$ cat config.mk
export PLATFORM = sky130hd
export DESIGN_NAME = rr_arb8_enc_flat
export DESIGN_NICKNAME = d
export VERILOG_FILES = /design/src/rtl/rr_arb8_enc_if.sv /design/src/rtl/rr_arb8_enc.sv /design/src/flat_wrapper.sv
export SDC_FILE = /design/constraint.sdc
export NUM_CORES = 1
export LEC_CHECK = 0
export BUFFER_PORTS_ARGS = -buffer_cell sky130_fd_sc_hd__buf_2
export CORE_ASPECT_RATIO = 0.75
export CORE_MARGIN = 4
export CORE_UTILIZATION = 30
export DETAILED_ROUTE_END_ITERATION = 10
export GPL_TIMING_DRIVEN = 0
export SKIP_CTS_REPAIR_TIMING = 1
export SLEW_MARGIN = 25
export SYNTH_ARGS = -nofsm -noshare
export SYNTH_HDL_FRONTEND = slang
export SYNTH_SLANG_ARGS = --single-unit
$ cat constraint.sdc
create_clock -name clk -period 7.1 [get_ports clk]
set_clock_uncertainty 0.1 [all_clocks]
set_input_delay 1.42 -clock clk [delete_from_list [all_inputs] [get_ports clk]]
set_output_delay 1.42 -clock clk [all_outputs]
set_load 0.03 [all_outputs]
$ cat src/rtl/rr_arb8_enc_if.sv
// rr_arb8_enc_if
//   Bundles the request/grant signals of the 8-way round-robin arbiter.
//   Handshake: a requester raises req[i] and holds it for as long as it needs
//   the resource; gnt[i] high means it owns the resource this cycle. Dropping
//   req[i] while granted ends the ownership on the next edge. There is no
//   separate ready: the grant itself is the acceptance.
//   Signals:
//     en        arbitration enable (master -> arbiter)
//     req[7:0]  level requests (master -> arbiter)
//     gnt[7:0]  one-hot grant, registered (arbiter -> master)
//     gnt_idx   3-bit index of the granted requester (arbiter -> master)
//     gnt_vld   grant active, equals |gnt (arbiter -> master)
//     tmo       one-cycle pulse after a hold-limit revoke (arbiter -> master)
//     dbg_state FSM state for observation (0 IDLE, 1 GRANT, 2 GAP)
interface rr_arb8_enc_if;
   logic       en;
   logic [7:0] req;
   logic [7:0] gnt;
   logic [2:0] gnt_idx;
   logic       gnt_vld;
   logic       tmo;
   logic [1:0] dbg_state;

   modport master (
      output en, req,
      input  gnt, gnt_idx, gnt_vld, tmo, dbg_state
   );

   modport slave (
      input  en, req,
      output gnt, gnt_idx, gnt_vld, tmo, dbg_state
   );
endinterface

$ cat src/rtl/rr_arb8_enc.sv
// rr_arb8_enc
//   Round-robin arbiter for 8 requesters. The grant is registered both as a
//   one-hot vector and as a 3-bit index taken straight from the priority
//   search, so the index is always a legal code. After every grant there is
//   one dead GAP cycle before the next arbitration.
//   Ports:
//     clk    rising-edge clock
//     rst_n  asynchronous active-low reset
//     bus    rr_arb8_enc_if.slave (en, req in; gnt, gnt_idx, gnt_vld, tmo,
//            dbg_state out)
//   Parameters:
//     MAX_HOLD  max consecutive grant cycles per owner, 0 = unlimited
//     CNT_W     hold counter width, 2**CNT_W > MAX_HOLD
module rr_arb8_enc #(
   parameter int MAX_HOLD = 16,
   parameter int CNT_W    = 5
) (
   input  logic          clk,
   input  logic          rst_n,
   rr_arb8_enc_if.slave  bus
);

   typedef enum logic [1:0] {
      IDLE  = 2'd0,
      GRANT = 2'd1,
      GAP   = 2'd2
   } state_t;

   localparam bit               HOLD_LIM  = (MAX_HOLD != 0);
   // Value of hold_cnt in the last allowed grant cycle.
   localparam logic [CNT_W-1:0] HOLD_LAST = CNT_W'(MAX_HOLD - 1);

   state_t           state, state_nx;
   logic [2:0]       ptr, ptr_nx;
   logic [2:0]       idx, idx_nx;
   logic [7:0]       gnt, gnt_nx;
   logic             tmo, tmo_nx;
   logic [CNT_W-1:0] hold_cnt, hold_cnt_nx;

   logic             found;
   logic [2:0]       pick;
   logic [2:0]       cand;
   logic             rel;
   logic             at_limit;

   // Priority search starting at ptr and wrapping modulo 8.
   always_comb begin
      found = 1'b0;
      pick  = 3'd0;
      cand  = 3'd0;
      for (int i = 0; i < 8; i++) begin
         cand = ptr + 3'(i);
         if (!found && bus.req[cand]) begin
            found = 1'b1;
            pick  = cand;
         end
      end
   end

   assign at_limit = HOLD_LIM && (hold_cnt == HOLD_LAST);
   assign rel      = !bus.req[idx] || !bus.en || at_limit;

   always_comb begin
      state_nx    = state;
      ptr_nx      = ptr;
      idx_nx      = idx;
      gnt_nx      = gnt;
      tmo_nx      = 1'b0;
      hold_cnt_nx = hold_cnt;
      case (state)
         IDLE: begin
            if (bus.en && found) begin
               idx_nx      = pick;
               gnt_nx      = 8'd1 << pick;
               hold_cnt_nx = '0;
               state_nx    = GRANT;
            end
         end
         GRANT: begin
            if (rel) begin
               gnt_nx   = 8'd0;
               ptr_nx   = idx + 3'd1;
               // Only a hold-limit revoke with the owner still asking counts.
               tmo_nx   = bus.req[idx] && bus.en;
               state_nx = GAP;
            end else if (hold_cnt != '1) begin
               hold_cnt_nx = hold_cnt + 1'b1;
            end
         end
         GAP: begin
            state_nx = IDLE;
         end
         default: begin
            gnt_nx   = 8'd0;
            state_nx = IDLE;
         end
      endcase
   end

   always_ff @(posedge clk or negedge rst_n) begin
      if (!rst_n) begin
         state    <= IDLE;
         ptr      <= 3'd0;
         idx      <= 3'd0;
         gnt      <= 8'd0;
         tmo      <= 1'b0;
         hold_cnt <= '0;
      end else begin
         state    <= state_nx;
         ptr      <= ptr_nx;
         idx      <= idx_nx;
         gnt      <= gnt_nx;
         tmo      <= tmo_nx;
         hold_cnt <= hold_cnt_nx;
      end
   end

   assign bus.gnt       = gnt;
   assign bus.gnt_idx   = idx;
   assign bus.gnt_vld   = |gnt;
   assign bus.tmo       = tmo;
   assign bus.dbg_state = state;

endmodule

$ cat src/flat_wrapper.sv
// flat-port wrapper written by rule: the top's interface ports become plain ports
module rr_arb8_enc_flat 
#(
   parameter int MAX_HOLD = 16,
   parameter int CNT_W    = 5
)
  (clk, rst_n, bus_en, bus_req, bus_gnt, bus_gnt_idx, bus_gnt_vld, bus_tmo, bus_dbg_state);
  rr_arb8_enc_if bus_i ();
  input  logic clk;
  input  logic rst_n;
  input wire logic [$bits(bus_i.en)-1:0] bus_en;
  input wire logic [$bits(bus_i.req)-1:0] bus_req;
  output wire logic [$bits(bus_i.gnt)-1:0] bus_gnt;
  output wire logic [$bits(bus_i.gnt_idx)-1:0] bus_gnt_idx;
  output wire logic [$bits(bus_i.gnt_vld)-1:0] bus_gnt_vld;
  output wire logic [$bits(bus_i.tmo)-1:0] bus_tmo;
  output wire logic [$bits(bus_i.dbg_state)-1:0] bus_dbg_state;
  assign bus_i.en = bus_en;
  assign bus_i.req = bus_req;
  assign bus_gnt = bus_i.gnt;
  assign bus_gnt_idx = bus_i.gnt_idx;
  assign bus_gnt_vld = bus_i.gnt_vld;
  assign bus_tmo = bus_i.tmo;
  assign bus_dbg_state = bus_i.dbg_state;
  rr_arb8_enc #(.MAX_HOLD(MAX_HOLD), .CNT_W(CNT_W)) u_core (.clk(clk), .rst_n(rst_n), .bus(bus_i));
endmodule
==> metrics <==
share of cells above drive strength 1 25.8%; CTS Buf Count 3; Crit. End Element flip-flop; die area 7740 um^2; clk root buf clkbuf_8; max frequency 254 MHz; Yosys warnings 0; core area 6010 um^2; Syn Inst Count 192; WP data required 7.11 ns; crit path launch type input port; H-tree levels 1; Fin Setup TNS 0 ns; First-pass DRT Iterations 4; Worst Hold Class reg -> reg; CTS clk-pin slew, worst paths 0.08 ns; synth-to-layout area growth 15.4%; post-synthesis cell area 1910 um^2; Fin. Hold Viols 0; Residual DRC 0; final critical-path share of the clock period 55.5%; Setup-failing EPs final 0; post-synthesis net count 209; Avg Vias per Cell 5.48; dpl cell area 2140 um^2; TritonCTS Sinks 22; setup ws final 3.16 ns; flops & latches, synth 22; DR WL/cell 15.4 um; Max-cap violations 0; Pins Over Slew Limit 0; GRT overflow 0; Ports 26; Initial DRC Count 99; I/O Buffers 25; Top FF cell, synth dfrtp_1; Die W 100 um; initial antenna violation count 0; Yosys top cell area share 28.8%; clk buf depth 2; critical path class in -> reg; GRT Resource Usage Total 12.1%; fin crit period 3.94 ns; unrepaired setup endpoints after global routing no; cell taking the most area after synthesis dfrtp_1; via count 1,639; layout net count 239; std cell rows 24; Die Ht 77.2 um; syn avg cell area 9.97 um^2; Worst-Margin Slew 0.864 ns; Place WS 2.88 ns; Rel. slew slack 41.9%; largest net degree at the start of global routing 23; Async SR Flop Fraction 100%; Initial Util 31.9%; first-pass GRT wire length 7570 um; Placer Congestion 0.789; synth top area cells dfrtp_1 29%, mux4_2 12%, nand2_1 4.3%, mux2i_1 4.2%, ha_1 3.9%; critical path data arrival time 3.96 ns; register area share after synthesis 28.8%; cell area after layout 2210 um^2; ant diodes 0; Final ANT Viol Nets 0; vias in the first global route 1,444; Total Wirelength 4610 um; TritonCTS clock tree yes; clock latency at the later pin of the worst-skew pair 0.26 ns; status complete, no violations; EDFF count, synth 0; Commonest cells post-synth 22 x dfrtp_1, 22 x nand2_1, 13 x o21ai_0; detailed placer's ending HPWL 3710 um; Synth cell types 55; CP Max Fanout 9
[kinds of logic after synthesis]
logic type | Yosys count | synth area share, %
muxes | 26 | 22.4
adders and majority gates | 6 | 3.92
xor gates and xnor gates | 5 | 2.29
buffers and inverters | 14 | 3.86
DFF | 22 | 28.8
and+or+nand+nor | 66 | 18.8
AOI/OAI and AO/OA | 53 | 20.1
[worst max-delay path, stage by stage]
cell and delay, ns:
buf_2 0.13, mux4_2 0.61, nor4_4 0.40, nand3_2 0.24
o221ai_2 0.22, nor4_1 0.10, nor4_1 0.67, o21ai_0 0.17
[sequential cells by signal (all words and copies together), names as in the netlist]
register	flops
u_core.ptr	3
u_core.bus.gnt	8
u_core.bus.gnt_idx	3
u_core.hold_cnt	5
u_core.bus.dbg_state	2
u_core.bus.tmo	1
[cells in the final DEF, fill, tap and decap left out, types with 2 or more instances in the layout]
cell and n:
a21o_1 4, a21oi_1 5, a32o_1 3, and2_1 2, and3_1 5, buf_2 26, buf_6 2, clkbuf_1 2
clkbuf_8 3, dfrtp_1 22, ha_1 6, inv_1 7, mux2_2 5, mux2i_1 8, mux4_1 2, mux4_2 10
nand2_1 22, nand2b_1 4, nand3_1 2, nor2_1 10, nor2b_1 3, nor3_1 3, nor4_1 5, nor4b_1 2
o21ai_0 13, o21ai_1 2, o31ai_1 10, xor2_1 4
[final timing paths]
path / from / slack, ns / endpoint / cells past startpoint
max in group asynchronous: rst_n / 5.55 / u_core.bus.tmo$_DFF_PN0_ / 1
worst min register to register: u_core.bus.gnt[0]$_DFFE_PN0P_ / 0.41 / u_core.bus.gnt[0]$_DFFE_PN0P_ / 2
worst min-delay path: u_core.bus.gnt[0]$_DFFE_PN0P_ / 0.41 / u_core.bus.gnt[0]$_DFFE_PN0P_ / 2
min in group asynchronous: rst_n / 1.01 / u_core.ptr[1]$_DFFE_PN0P_ / 1
worst max-delay path: bus_req[7] / 3.16 / u_core.bus.gnt_idx[1]$_DFFE_PN0P_ / 8
worst max register to register: u_core.ptr[1]$_DFFE_PN0P_ / 3.31 / u_core.bus.gnt_idx[1]$_DFFE_PN0P_ / 10
[metal layers]
| layer | share of wire (%) | track usage [%] | vias up |
|---|---|---|---|
| met5 | 0 | 0 | - |
| met2 | 39 | 15.9 | 50 |
| li1 | - | - | 812 |
| met3 | 5.6 | 2.81 | 0 |
| met1 | 55 | 20.0 | 777 |
| met4 | 0 | 1.62 | 0 |
[per-stage QoR]
stage,util [%],cells,hold slack [ns]
detailed placement,35.6,295,0.394
global route,36.8,299,0.436
finish,36.8,299,0.412
CTS,36.8,299,0.413
floorplan,-,192,0.376
global placement,35.6,295,0.388
[cell type report]
type                       instances  area (um^2)
inverter                           7         26.3
tap                               78         97.6
timing repair buffer              25          125
clock buffer                       3         41.3
fill                             632         3800
multi-input combinational        156         1290
buffer                             7         47.5
sequential                        22          551
clock inverter                     1         30.0
Power is left out: the tool's default activity adds up to more than one toggle a clock period on the data nets, which glitch-free logic cannot reach.
